[config.mk]
export PLATFORM = sky130hd
export DESIGN_NAME = audio_fx_mixer_flat
export DESIGN_NICKNAME = d
export VERILOG_FILES = /design/src/rtl/audio_fx_mixer_if.sv /design/src/rtl/audio_fx_mixer.sv /design/src/flat_wrapper.sv
export SDC_FILE = /design/constraint.sdc
export NUM_CORES = 1
export LEC_CHECK = 0
export CORE_ASPECT_RATIO = 1.5
export CORE_UTILIZATION = 60
export DETAILED_ROUTE_END_ITERATION = 8
export DONT_BUFFER_PORTS = 1
export HOLD_SLACK_MARGIN = 0.1
export PLACE_DENSITY = 0.76
export SYNTH_ARGS = -nofsm -noshare
export SYNTH_HDL_FRONTEND = slang
export SYNTH_SLANG_ARGS = --single-unit
[constraint.sdc]
create_clock -name clk -period 6.29 [get_ports clk]
set_clock_uncertainty 0.2 [all_clocks]
set_input_delay 0.629 -clock clk [delete_from_list [all_inputs] [get_ports clk]]
set_output_delay 0.629 -clock clk [all_outputs]
set_load 0.01 [all_outputs]
[src/rtl/audio_fx_mixer_if.sv]
// Streaming bus bundle for the dry/wet mixer: ADC sources, FX send/return and DAC sinks.
// The mixer uses the master view; the surrounding codec fabric uses the slave view.
interface audio_fx_mixer_if #(
    parameter int DATA_W = 16,
    parameter int NUM_CH = 2
);
    logic [NUM_CH*DATA_W-1:0] adc_data;
    logic [NUM_CH-1:0]        adc_valid;
    logic [NUM_CH-1:0]        adc_ready;

    logic [NUM_CH*DATA_W-1:0] fx_tx_data;
    logic [NUM_CH-1:0]        fx_tx_valid;

    logic [NUM_CH*DATA_W-1:0] fx_rx_data;
    logic [NUM_CH-1:0]        fx_rx_valid;
    logic [NUM_CH-1:0]        fx_rx_ready;

    logic [NUM_CH*DATA_W-1:0] dac_data;
    logic [NUM_CH-1:0]        dac_valid;
    logic [NUM_CH-1:0]        dac_ready;

    modport master (
        input  adc_data, adc_valid, fx_rx_data, fx_rx_valid, dac_ready,
        output adc_ready, fx_tx_data, fx_tx_valid, fx_rx_ready, dac_data, dac_valid
    );

    modport slave (
        output adc_data, adc_valid, fx_rx_data, fx_rx_valid, dac_ready,
        input  adc_ready, fx_tx_data, fx_tx_valid, fx_rx_ready, dac_data, dac_valid
    );
endinterface

[src/rtl/audio_fx_mixer.sv]
// Per-channel dry/wet mixer: one-sample buffer per channel with a saturating wet mix,
// mute, sticky clip/timeout flags and an FX-return timeout that falls back to dry output.
//
// state     | meaning
// ----------+--------------------------------------------------------------
// S_IDLE    | buffer empty, adc_ready high
// S_WAIT_FX | dry sample sent to FX engine, waiting for wet return or timeout
// S_OUT     | mixed sample presented to DAC, held until dac_ready
module audio_fx_mixer #(
    parameter int DATA_W     = 16,
    parameter int NUM_CH     = 2,
    parameter int SHIFT_W    = 3,
    parameter int FX_TIMEOUT = 1024
) (
    input  logic                clk,
    input  logic                rst,
    audio_fx_mixer_if.master    bus,
    input  logic                fx_en,
    input  logic [SHIFT_W-1:0]  wet_shift,
    input  logic                mute,
    input  logic                flag_clr,
    output logic [NUM_CH-1:0]   clip_flag,
    output logic [NUM_CH-1:0]   timeout_flag
);
    localparam int CNT_W = (FX_TIMEOUT > 2) ? $clog2(FX_TIMEOUT) : 1;
    // Timeout fires in the cycle the counter would advance to FX_TIMEOUT-1,
    // so dac_valid rises exactly FX_TIMEOUT cycles after the ADC handshake.
    localparam logic [CNT_W-1:0] CNT_LAST = CNT_W'(FX_TIMEOUT - 2);
    localparam logic signed [DATA_W-1:0] SAT_MAX = {1'b0, {(DATA_W-1){1'b1}}};
    localparam logic signed [DATA_W-1:0] SAT_MIN = {1'b1, {(DATA_W-1){1'b0}}};

    typedef enum logic [1:0] {
        S_IDLE    = 2'd0,
        S_WAIT_FX = 2'd1,
        S_OUT     = 2'd2
    } state_t;

    logic [NUM_CH-1:0]        adc_ready_v;
    logic [NUM_CH-1:0]        fx_rx_ready_v;
    logic [NUM_CH-1:0]        dac_valid_v;
    logic [NUM_CH-1:0]        fx_tx_valid_v;
    logic [NUM_CH*DATA_W-1:0] dac_data_v;
    logic [NUM_CH*DATA_W-1:0] fx_tx_data_v;

    for (genvar c = 0; c < NUM_CH; c++) begin : g_ch
        state_t                    state_q;
        state_t                    state_nxt;
        logic signed [DATA_W-1:0]  adc_s;
        logic signed [DATA_W-1:0]  wet_s;
        logic signed [DATA_W-1:0]  wet_sh;
        logic signed [DATA_W-1:0]  mix_sat;
        logic signed [DATA_W:0]    mix_sum;
        logic signed [DATA_W-1:0]  dry_q;
        logic signed [DATA_W-1:0]  dac_q;
        logic signed [DATA_W-1:0]  fx_tx_q;
        logic [SHIFT_W-1:0]        shift_q;
        logic [CNT_W-1:0]          cnt_q;
        logic                      mute_q;
        logic                      fx_tx_vld_q;
        logic                      clip_q;
        logic                      tmo_q;
        logic                      capture;
        logic                      wet_hit;
        logic                      tmo_hit;
        logic                      ovf;
        logic                      clip_set;

        assign adc_s   = bus.adc_data[c*DATA_W +: DATA_W];
        assign wet_s   = bus.fx_rx_data[c*DATA_W +: DATA_W];
        assign wet_sh  = wet_s >>> shift_q;
        assign mix_sum = {dry_q[DATA_W-1], dry_q} + {wet_sh[DATA_W-1], wet_sh};
        assign ovf     = mix_sum[DATA_W] ^ mix_sum[DATA_W-1];
        assign mix_sat = ovf ? (mix_sum[DATA_W] ? SAT_MIN : SAT_MAX) : mix_sum[DATA_W-1:0];
        assign clip_set = wet_hit & ovf & ~mute_q;

        always_ff @(posedge clk or posedge rst) begin
            if (rst) begin
                state_q <= S_IDLE;
            end else begin
                state_q <= state_nxt;
            end
        end

        always_comb begin
            state_nxt = state_q;
            capture   = 1'b0;
            wet_hit   = 1'b0;
            tmo_hit   = 1'b0;
            case (state_q)
                S_IDLE: begin
                    if (bus.adc_valid[c]) begin
                        capture   = 1'b1;
                        state_nxt = fx_en ? S_WAIT_FX : S_OUT;
                    end
                end
                S_WAIT_FX: begin
                    if (bus.fx_rx_valid[c]) begin
                        wet_hit   = 1'b1;
                        state_nxt = S_OUT;
                    end else if (cnt_q == CNT_LAST) begin
                        tmo_hit   = 1'b1;
                        state_nxt = S_OUT;
                    end
                end
                S_OUT: begin
                    if (bus.dac_ready[c]) begin
                        state_nxt = S_IDLE;
                    end
                end
                default: state_nxt = S_IDLE;
            endcase
        end

        always_ff @(posedge clk or posedge rst) begin
            if (rst) begin
                dry_q       <= '0;
                dac_q       <= '0;
                fx_tx_q     <= '0;
                shift_q     <= '0;
                cnt_q       <= '0;
                mute_q      <= 1'b0;
                fx_tx_vld_q <= 1'b0;
                clip_q      <= 1'b0;
                tmo_q       <= 1'b0;
            end else begin
                fx_tx_vld_q <= 1'b0;
                if (capture) begin
                    dry_q   <= adc_s;
                    shift_q <= wet_shift;
                    mute_q  <= mute;
                    cnt_q   <= '0;
                    if (fx_en) begin
                        fx_tx_vld_q <= 1'b1;
                        fx_tx_q     <= adc_s;
                    end else begin
                        dac_q <= mute ? '0 : adc_s;
                    end
                end else if (wet_hit) begin
                    dac_q <= mute_q ? '0 : mix_sat;
                end else if (tmo_hit) begin
                    dac_q <= mute_q ? '0 : dry_q;
                end else if (state_q == S_WAIT_FX) begin
                    cnt_q <= cnt_q + CNT_W'(1);
                end
                // A set event in the same cycle as flag_clr keeps the flag high.
                clip_q <= clip_set | (clip_q & ~flag_clr);
                tmo_q  <= tmo_hit  | (tmo_q  & ~flag_clr);
            end
        end

        assign adc_ready_v[c]   = (state_q == S_IDLE);
        assign fx_rx_ready_v[c] = (state_q == S_WAIT_FX);
        assign dac_valid_v[c]   = (state_q == S_OUT);
        assign fx_tx_valid_v[c] = fx_tx_vld_q;
        assign dac_data_v[c*DATA_W +: DATA_W]   = dac_q;
        assign fx_tx_data_v[c*DATA_W +: DATA_W] = fx_tx_q;
        assign clip_flag[c]    = clip_q;
        assign timeout_flag[c] = tmo_q;
    end

    assign bus.adc_ready   = adc_ready_v;
    assign bus.fx_rx_ready = fx_rx_ready_v;
    assign bus.dac_valid   = dac_valid_v;
    assign bus.fx_tx_valid = fx_tx_valid_v;
    assign bus.dac_data    = dac_data_v;
    assign bus.fx_tx_data  = fx_tx_data_v;
endmodule

[src/flat_wrapper.sv]
// flat-port wrapper written by rule: the top's interface ports become plain ports
module audio_fx_mixer_flat 
#(
    parameter int DATA_W     = 16,
    parameter int NUM_CH     = 2,
    parameter int SHIFT_W    = 3,
    parameter int FX_TIMEOUT = 1024
)
  (clk, rst, fx_en, wet_shift, mute, flag_clr, clip_flag, timeout_flag, bus_adc_data, bus_adc_valid, bus_fx_rx_data, bus_fx_rx_valid, bus_dac_ready, bus_adc_ready, bus_fx_tx_data, bus_fx_tx_valid, bus_fx_rx_ready, bus_dac_data, bus_dac_valid);
  audio_fx_mixer_if #(.DATA_W(DATA_W), .NUM_CH(NUM_CH)) bus_i ();
  input  logic clk;
  input  logic rst;
  input  logic fx_en;
  input  logic [SHIFT_W-1:0] wet_shift;
  input  logic mute;
  input  logic flag_clr;
  output logic [NUM_CH-1:0] clip_flag;
  output logic [NUM_CH-1:0] timeout_flag;
  input wire logic [$bits(bus_i.adc_data)-1:0] bus_adc_data;
  input wire logic [$bits(bus_i.adc_valid)-1:0] bus_adc_valid;
  input wire logic [$bits(bus_i.fx_rx_data)-1:0] bus_fx_rx_data;
  input wire logic [$bits(bus_i.fx_rx_valid)-1:0] bus_fx_rx_valid;
  input wire logic [$bits(bus_i.dac_ready)-1:0] bus_dac_ready;
  output wire logic [$bits(bus_i.adc_ready)-1:0] bus_adc_ready;
  output wire logic [$bits(bus_i.fx_tx_data)-1:0] bus_fx_tx_data;
  output wire logic [$bits(bus_i.fx_tx_valid)-1:0] bus_fx_tx_valid;
  output wire logic [$bits(bus_i.fx_rx_ready)-1:0] bus_fx_rx_ready;
  output wire logic [$bits(bus_i.dac_data)-1:0] bus_dac_data;
  output wire logic [$bits(bus_i.dac_valid)-1:0] bus_dac_valid;
  assign bus_i.adc_data = bus_adc_data;
  assign bus_i.adc_valid = bus_adc_valid;
  assign bus_i.fx_rx_data = bus_fx_rx_data;
  assign bus_i.fx_rx_valid = bus_fx_rx_valid;
  assign bus_i.dac_ready = bus_dac_ready;
  assign bus_adc_ready = bus_i.adc_ready;
  assign bus_fx_tx_data = bus_i.fx_tx_data;
  assign bus_fx_tx_valid = bus_i.fx_tx_valid;
  assign bus_fx_rx_ready = bus_i.fx_rx_ready;
  assign bus_dac_data = bus_i.dac_data;
  assign bus_dac_valid = bus_i.dac_valid;
  audio_fx_mixer #(.DATA_W(DATA_W), .NUM_CH(NUM_CH), .SHIFT_W(SHIFT_W), .FX_TIMEOUT(FX_TIMEOUT)) u_core (.clk(clk), .rst(rst), .bus(bus_i), .fx_en(fx_en), .wet_shift(wet_shift), .mute(mute), .flag_clr(flag_clr), .clip_flag(clip_flag), .timeout_flag(timeout_flag));
endmodule
### Yosys cells after proc, flatten, opt, wreduce, memory -nomap -nowiden

Index checks and enable logic that the tools add are counted.

| word-level totals | value |
|---|---|
| bits in registers | 134 |
| input bits | 78 |
| output and inout port bits | 76 |

| operators by class | value |
|---|---|
| multiplexer cells | 54 |
| bitwise gates (word level) | 17 |
| shift-type cells | 2 |
| $add $sub $neg | 4 |
| eq/ne operators | 18 |
| reductions and logical operators | 14 |

Operators by type and width:

| kind | count |
|---|---|
| $mux W16 | 18 |
| $mux W10 | 8 |
| $add A16 B16 Y17 | 2 |
| $sshr A16 B3 Y16 | 2 |
| $add A10 B1 Y10 const B | 2 |
| $eq A10 B10 Y1 const B | 2 |
| $mux W2 | 9 |
| $mux W1 | 17 |
| $ne A2 B2 Y1 const B | 6 |
| $pmux W2 S3 | 2 |
| $reduce_and A3 Y1 | 4 |
| $and A1 B1 Y1 | 8 |
| $ne A2 B1 Y1 const B | 4 |
| $reduce_and A2 Y1 | 4 |
| $ne A3 B2 Y1 const B | 2 |
| $reduce_bool A3 Y1 | 2 |
| $eq A2 B1 Y1 const B | 2 |
| $eq A2 B2 Y1 const B | 2 |
| $logic_not A2 Y1 | 2 |
| $or A1 B1 Y1 | 4 |
| $reduce_bool A2 Y1 | 2 |
| $not A1 Y1 | 3 |
| $xor A1 B1 Y1 | 2 |

### Longest topological paths before layout

Gate-level depths: netlist (run 1).

| depth | value |
|---|---|
| depth after elaboration | 7 |
| gate-level depth with buffers | 17 |

### Least setup slack after synthesis (run 1)

OpenSTA, ideal clock, no wires.

| path | value |
|---|---|
| path kind | reg-to-reg |
| from | reg u_core.g_ch[0].shift_q[1] |
| to | reg u_core.g_ch[0].dac_q[14] |
| stages on the path, launching flop included | 17 |
| clock period less this slack | 3924 ps |
| required time | 6012 ps |
| slack | 2366 ps |
| data arrival time | 3647 ps |
| cells stage by stage | dfrtp_1 > clkbuf_1 > clkbuf_1 > mux2i_1 > nand2_1 > o21ai_0 > o21ai_0 > ha_1 > fa_1 > a211oi_1 > o21bai_1 > a21oi_2 > o21ai_2 > a221oi_2 > xor2_1 > maj3_1 > a21oi_1 |

| between the ends | value |
|---|---|
| word-level cells in the longest chain between the ends | 7 |
| elaborated cells between the ends (all ways) | 8 |
| those cells by class | 1 x add/sub; 1 x shift; 5 x mux; 1 x bitwise |

RTL lines:

| what | line | source |
|---|---|---|
| start: declaration | audio_fx_mixer.sv:56 | `logic [SHIFT_W-1:0] shift_q;` |
| start signal: assignment | audio_fx_mixer.sv:129 | `shift_q <= wet_shift;` |
| $sshr A16 B3 Y16 (*) | audio_fx_mixer.sv:70 | `assign wet_sh = wet_s >>> shift_q;` |
| $add A16 B16 Y17 (*) | audio_fx_mixer.sv:71 | `assign mix_sum = {dry_q[DATA_W-1], dry_q} + {wet_sh[DATA_W-1], wet_sh};` |
| $mux W16 or $xor A1 B1 Y1 (tied branches) | audio_fx_mixer.sv:73, audio_fx_mixer.sv:72 |  |
| $mux W16 (*) | audio_fx_mixer.sv:73 | `assign mix_sat = ovf ? (mix_sum[DATA_W] ? SAT_MIN : SAT_MAX) : mix_sum[DATA_W-1:0];` |
| $mux W16 (*) | audio_fx_mixer.sv:139 | `dac_q <= mute_q ? '0 : mix_sat;` |
| $mux W16 (*) | audio_fx_mixer.sv:138 | `end else if (wet_hit) begin` |
| $mux W16 (*) | audio_fx_mixer.sv:127 | `if (capture) begin` |
| end signal: assignment | audio_fx_mixer.sv:136 | `dac_q <= mute ? '0 : adc_s;` |
| end signal: assignment | audio_fx_mixer.sv:139 |  |
| end signal: assignment | audio_fx_mixer.sv:141 | `dac_q <= mute_q ? '0 : dry_q;` |
| end: declaration | audio_fx_mixer.sv:54 | `logic signed [DATA_W-1:0] dac_q;` |

Mark *: on every way between the ends. The rest lies on a longest branch, timed or not.
A chain may end at the register's enable or synchronous reset.

### Worst setup path after layout (run 1)

| path | value |
|---|---|
| from | reg u_core.g_ch[0].shift_q[1] |
| to | reg u_core.g_ch[0].dac_q[13] |

Same word-level chain as after synthesis.

==> impl_metrics.py, run 1 <==
metrics = {
    "worst_hold_path": {
        "min_path_cells": 1,
        "min_from": "bus_fx_rx_valid[1]",
        "whs_endpoint": "u_core.g_ch[1].state_q[0]",
        "hold_class": "in2reg",
    },
    "routing": {
        "routedWlPerCell_um": 19.08,
        "drt-met1-wl_mm": 8.015,
        "routed_via_density": 6.092,
        "wirelength_mm": 21.79,
        "first_pass_iters": 5,
        "wl_met2_mm": 11.78,
        "wl_met3_mm": 1.336,
        "highest_layer": "met4",
        "drc": 0,
        "drt_iter0_drc": 263,
        "via_count": 6957,
        "ant_nets": 0,
    },
    "logic_synthesis": {
        "yosysTopAreaCellShare_pct": 39.23,
        "postSynthCellCount": 959,
        "synthArstFlopShare_pct": 100.0,
        "yosysTopAreaCell": "dfrtp_1",
        "yosys.cell_types.count": 69,
        "ys.flop_type": "dfrtp_1",
        "syn_area_per_cell_um2": 8.912,
        "syn_nets": 1075,
        "synth_area_um2": 8547,
        "yosysSeqAreaShare_pct": 39.23,
        "synth-seq-cells": 134,
        "synth_edf_count": 0,
        "synth_area_leaders": "dfrtp_1 (39%), nand2_1 (8.6%), mux2_2 (6.7%)",
        "yosysWarnings": 0,
    },
    "cts": {
        "postCtsHoldBufs": 2,
        "cts_root_buffer": "clkbuf_16",
        "postCtsResizedCells": 0,
        "clk_path_buf_depth": 2,
        "clk_pin_slew_ps": 60,
        "cts_tree": "yes",
        "clk_latency_ps": 420,
        "post-cts-setup-buffers": 0,
        "cts.sinks": 134,
        "cts_buffers": 17,
        "htreeDepth": 4,
    },
    "critical_path": {
        "cp_common_cell": "o21ai_0",
        "crit_type": "reg2reg",
        "r2r_end": "u_core.g_ch[0].dac_q[13]",
        "crit_path_end_kind": "register",
        "critPathSlowestCell": "dfrtp_1",
        "worst-path-buf-inv": 0,
        "reg2regPathDepth": 13,
        "critPathLaunchType": "register",
        "arrival_ps": 4390,
        "critical_path.cell_chain": "mux2_2 > o21ai_0 > o21ai_0 > ha_1 > fa_1 > a211oi_1 > o21bai_1 > a21oi_2 > o211ai_1 > o21ai_2 > nand2_2 > o21ai_4 > o221ai_1",
        "crit_path_max_incr_delay_ps": 790,
        "reg2reg_slack_ps": 1980,
        "critPathRequiredTime_ps": 6360,
        "crit_family": "compound AO/OA/AOI/OAI gates",
        "r2r_start": "u_core.g_ch[0].shift_q[1]",
        "crit_start": "u_core.g_ch[0].shift_q[1]",
        "path_max_fanout": 19,
    },
    "global_routing": {
        "grt_usage_pct": 30.69,
        "grt_pass1_vias": 7069,
        "overflow": 0,
        "grt_max_degree": 72,
        "antenna_found_initial": 0,
        "grt_pass1_wl_mm": 35.01,
    },
    "die": {
        "io_pins": 154,
        "rows": 53,
        "die_area_um2": 14740,
        "die_h_um": 148.2,
        "initial_core_util_pct": 61.08,
        "core_area_um2": 13990,
        "die_w_um": 99.45,
    },
    "power": {
        "combinationalPowerShare_pct": 53.8,
        "power.total_mw": 5.731,
        "seq_power_share_pct": 29.2,
        "clkPwrFrac_pct": 16.9,
        "p_sw_mw": 2.611,
        "intPower_mw": 3.120,
        "switching_share_pct": 45.57,
        "peakVddDrop_mv": 0.3438,
        "cellPowerDensity_nw_per_um2": 621.8,
        "leakagePower_nw": 4.169,
    },
    "timing": {
        "period_minus_slack_ps": 4315,
        "drv_slew": 0,
        "setup_viol": 0,
        "final_hold_viol_count": 0,
        "rsz0062_at_grt": "false",
        "setup_tns_ps": 0,
        "maxSlewHeadroom_pct": 19.92,
        "worst_pin_slew_ps": 1197,
        "worst_slack_ps": 1975,
        "fmax_mhz": 231.8,
        "fin_crit_sh_pct": 68.60,
    },
    "placement": {
        "dp_worst_setup_slack_ps": 2013,
        "io_buffers": 0,
        "hpwl_mm": 16.13,
        "postPlaceCellArea_um2": 8617,
        "gp_congestion": 0.9530,
        "dp.cells": 1109,
    },
    "cells_and_area": {
        "area_growth_syn_to_layout_pct": 7.847,
        "diodes": 0,
        "layout.nets": 1055,
        "stdcell_count": 1142,
        "drive_gt1_share_pct": 12.53,
        "fin_area_um2": 9218,
    },
    "flow_run": {
        "drv_cap": 0,
    },
    "status": {
        "status": "finished clean",
    },
}
## through the flow
stage / hold slack (ps) / util, %
global placement: 293.6 / 61.58
CTS: 101.7 / 65.81
floorplan: 263.1 / -
detailed placement: 299.0 / 61.58
global route: 101.1 / 65.88
finish: 108.0 / 65.88
## layout make-up
cell class	count	area (um^2)
inverters	22	87.58
clock buffers	18	439.2
fillers	1164	4775
clock inverters	12	131.4
flip-flops and latches	134	3353
multi-input cells	754	4883
repair buffers	10	82.58
well taps	192	240.2
## cell usage in the layout (no fill, tap or decap), types with 7 or more instances in the layout
cell,netlist,final
a21o_1,11,11
a21oi_1,72,72
a221oi_1,7,7
and2_1,11,11
and3_1,8,8
buf_4,8,7
clkbuf_16,0,17
dfrtp_1,134,134
ha_1,36,36
inv_1,20,19
mux2_2,51,51
mux2i_1,30,30
nand2_1,196,196
nand2b_1,8,8
nand3_1,18,18
nand4_1,7,7
nor2_1,69,68
nor3_1,8,8
o211ai_1,8,8
o21ai_0,70,70
o221ai_1,10,10
o22ai_1,16,16
or3_1,7,7
xnor2_1,13,13
xor2_1,22,22
## worst register-to-register path, cell delays in order, from the launching register on
cell      delay (ps)
dfrtp_1          790
mux2_2           420
o21ai_0          230
o21ai_0          140
ha_1             260
fa_1             430
a211oi_1         310
o21bai_1         140
a21oi_2          260
o211ai_1         190
o21ai_2          170
nand2_2          110
o21ai_4          320
o221ai_1         200
## sequential cells by signal, summed over array words and instances, names as in the netlist
register / flops
u_core.g_ch.fx_tx_vld_q: 2
u_core.g_ch.mute_q: 2
u_core.g_ch.tmo_q: 2
u_core.g_ch.clip_q: 2
u_core.g_ch.shift_q: 6
u_core.g_ch.state_q: 4
u_core.g_ch.dry_q: 32
u_core.g_ch.fx_tx_q: 32
u_core.g_ch.cnt_q: 20
u_core.g_ch.dac_q: 32
## metal layers
layer | up-vias | GRT usage [%]
met5 | - | 0
met4 | 0 | 13.09
met3 | 42 | 7.190
met2 | 245 | 56.67
met1 | 3300 | 33.12
li1 | 3370 | -
## synth_stat cells, types with 3 or more instances
master    number
xor2_1        22
o21bai_1       3
o21ai_0       70
o41ai_1        3
nor2_1        69
dfrtp_1      134
and4_1         5
a221oi_2       3
buf_4          8
o211ai_1       8
clkbuf_1      32
a21o_1        11
inv_1         20
nor2b_1        4
o22ai_1       16
mux4_2         4
and3_1         8
mux2i_1       30
mux2_2        51
a21oi_1       72
a221oi_1       7
o21a_1         4
nor3_1         8
buf_2          7
ha_1          36
a211oi_1       5
nand2_1      196
o221ai_1      10
nand4_1        7
nand3b_1       3
nand3_1       18
o21ai_2        4
nand2b_1       8
or3_1          7
xnor2_1       13
and2_1        11
## cell families after synthesis
family	Yosys count	share of synthesized area, %
flip-flops	134	39.23
multiplexers	85	11.29
AO/OA/AOI/OAI	238	17.68
buffers and inverters	71	3.660
XOR/XNOR	36	3.777
AND/OR/NAND/NOR	356	18.50
adder cells (fa/ha/maj)	39	5.856
## power groups by stage
| stage | Sequential, mW | Clock [mW] | Combinational [mW] |
|---|---|---|---|
| 6_report | 1.68 | 0.970 | 3.09 |
| 5_1_grt | 1.72 | 1.02 | 3.43 |
| 4_1_cts | 1.67 | 0.983 | 3.08 |
| 3_5_place_dp | 1.68 | 0 | 3.05 |
| 3_3_place_gp | 1.68 | 0 | 3.01 |
| 2_1_floorplan | 1.51 | 0 | 2.56 |
## worst max-delay path by stage
stage	to	slack, ps	depth (start not counted)
after floorplan	u_core.g_ch[0].clip_q	1880	1
after global placement	u_core.g_ch[0].dac_q[10]	2060	13
after detailed placement	u_core.g_ch[0].dac_q[13]	2010	13
after CTS	u_core.g_ch[0].dac_q[13]	1970	13
after global routing	u_core.g_ch[0].dac_q[13]	1660	13
final	u_core.g_ch[0].dac_q[13]	1980	13
Power figures use the tool's default switching activity.
==> run 2, diff against run 1 <==
- CORE_UTILIZATION: 60 -> 58
- clock period: 6.29 -> 3.8 ns (I/O delays scaled with it)
==> run 2 against run 1 <==
Against the previous run:
- sequential share of layout area decreased by 3.7 points
- sequential cell count unchanged
- cell area increased by 11%
- via count increased by 9.7%
- setup slack got worse by 1900 ps
- cell count increased by 9.5%
- count of clock-buffer cells in the layout decreased by 1
- critical path depth increased by 4
- critical path type unchanged
- largest power group unchanged
- highest routed layer unchanged
==> impl_metrics.py, run 2 (synthesized netlist as in run 1, its figures left out) <==
metrics = {
    "power": {
        "leakagePower_nw": 4.635,
        "peakVddDrop_mv": 0.5722,
        "cellPowerDensity_nw_per_um2": 1033,
    },
    "global_routing": {
        "overflow": 0,
        "grt_pass1_vias": 7818,
        "grt_max_degree": 57,
        "antenna_found_initial": 0,
        "grt_usage_pct": 32.40,
        "grt_pass1_wl_mm": 37.63,
    },
    "critical_path": {
        "crit_type": "reg2reg",
        "crit_path_end_kind": "register",
        "critical_path.cell_chain": "buf_8 > mux2_2 > mux2i_2 > a21oi_1 > buf_4 > ha_1 > buf_4 > o21ai_0 > nor2_1 > o211ai_2 > o21ai_0 > a21boi_1 > buf_4 > and3_1 > buf_6 > o21ai_0 > a21oi_1",
        "arrival_ps": 3800,
        "crit_family": "compound AO/OA/AOI/OAI gates",
        "path_max_fanout": 11,
        "worst-path-buf-inv": 5,
        "critPathRequiredTime_ps": 3900,
        "critPathLaunchType": "register",
        "crit_path_max_incr_delay_ps": 420,
        "critPathSlowestCell": "dfrtp_2",
    },
    "timing": {
        "rsz0062_at_grt": "true",
        "worst_pin_slew_ps": 1159,
        "period_minus_slack_ps": 3696,
        "final_hold_viol_count": 0,
        "fmax_mhz": 270.5,
        "maxSlewHeadroom_pct": 22.47,
        "drv_slew": 0,
        "worst_slack_ps": 103.8,
        "setup_viol": 0,
        "fin_crit_sh_pct": 97.27,
    },
    "routing": {
        "wirelength_mm": 24.28,
        "via_count": 7633,
        "drc": 0,
        "ant_nets": 0,
        "routed_via_density": 6.106,
        "drt_iter0_drc": 338,
        "first_pass_iters": 4,
        "routedWlPerCell_um": 19.43,
    },
    "die": {
        "die_h_um": 150.7,
        "die_area_um2": 15240,
        "io_pins": 154,
        "rows": 54,
        "die_w_um": 101.1,
        "core_area_um2": 14460,
        "initial_core_util_pct": 59.11,
    },
    "cts": {
        "htreeDepth": 4,
        "clk_latency_ps": 430,
        "clk_path_buf_depth": 2,
        "cts_buffers": 17,
        "cts.sinks": 134,
        "cts_tree": "yes",
        "clk_pin_slew_ps": 60,
        "cts_root_buffer": "clkbuf_16",
    },
    "cells_and_area": {
        "reg_top3": "u_core.g_ch.dac_q (32), u_core.g_ch.dry_q (32), u_core.g_ch.fx_tx_q (32)",
        "layout.nets": 1156,
        "n_fill_cell": 1151,
        "fin_area_um2": 10260,
        "drive_gt1_share_pct": 19.09,
        "final_common_cell": "nand2_1",
        "area_growth_syn_to_layout_pct": 20.10,
        "final_cell_mix": "nand2_1 (196), dfrtp_1 (133), a21oi_1 (70)",
    },
    "placement": {
        "postPlaceCellArea_um2": 8976,
        "io_buffers": 0,
        "hpwl_mm": 17.19,
        "dp_worst_setup_slack_ps": -102.6,
        "gp_congestion": 1.009,
    },
    "flow_run": {
        "drv_cap": 0,
    },
    "status": {
        "status": "finished clean",
    },
    "worst_hold_path": {
        "hold_class": "in2reg",
    },
}
-- run 2: cell types whose count changed in the layout (fill, tap and decap cells not counted), moves of 7 or more --
cell	previous run	this run
o21ai_1	2	12
dlygate4sd3_1	3	47
o21ai_0	70	57
clkinvlp_4	1	8
buf_4	7	56
-- run 2: layout make-up --
class	count	area (um^2)	area share, %
clock buffers	17	425.4	4.144
repair buffers	110	999.7	9.739
flip-flops and latches	134	3354	32.68
inverters	22	93.84	0.9142
diodes	1	2.502	0.02438
well taps	196	245.2	2.389
multi-input cells	754	5007	48.78
repair inverters	1	7.507	0.07314
clock inverters	15	128.9	1.255
-- run 2: tightest hold or removal path, stage by stage --
cell and delay, ps:
nand3b_1 80, a21oi_1 60, a21oi_1 100, o21ai_0 90
-- run 2: power by group --
part | switching (mW) | internal (mW)
logic | 3.47 | 2.86
registers | 0.698 | 2.00
clock network | 0.677 | 0.899
-- run 2: what timing repair did --
action / 4_1_cts / 5_1_grt
setup endpoints to repair: 11 / 32
gates resized for setup: 2 / 48
cloned: 0 / 1
hold endpoints to repair: 157 / 0
pin swaps: 2 / 12
hold buffers: 47 / 0
setup buffers: 2 / 10
-- run 2: path summary, 6_finish.rpt --
path                                           start                          to  slack (ps)  cells past startpoint
setup / recovery           u_core.g_ch[1].shift_q[1]     u_core.g_ch[1].dac_q[5]         100                     17
hold / removal                                  mute     u_core.g_ch[1].dac_q[0]         120                      4
setup reg to reg           u_core.g_ch[1].shift_q[1]     u_core.g_ch[1].dac_q[5]         100                     17
hold reg to reg              u_core.g_ch[0].dry_q[4]     u_core.g_ch[0].dry_q[4]         310                      2
max in group asynchronous                        rst    u_core.g_ch[1].dac_q[10]        1940                      3
min in group asynchronous                        rst  u_core.g_ch[0].fx_tx_q[14]         470                      2
-- run 2: per-layer routing --
| layer | GRT usage [%] | wire length, um |
|---|---|---|
| met1 | 32.05 | 8484 |
| met2 | 60.07 | 13110 |
| met3 | 7.242 | 1374 |
| met4 | 20.29 | 1314 |
| met5 | 0 | 0 |
-- run 2: metrics by stage --
stage	setup TNS, ps	power, mW	cells	utilization [%]	hold WS [ps]
5_1_grt	-72.59	11.32	1249	70.98	150.0
4_1_cts	0	10.12	1238	69.39	124.0
2_1_floorplan	0	6.752	959	-	263.1
6_report	0	10.60	1250	70.99	121.4
3_5_place_dp	-771.0	8.383	1157	62.08	274.2
3_3_place_gp	-486.2	8.303	1157	62.08	270.7
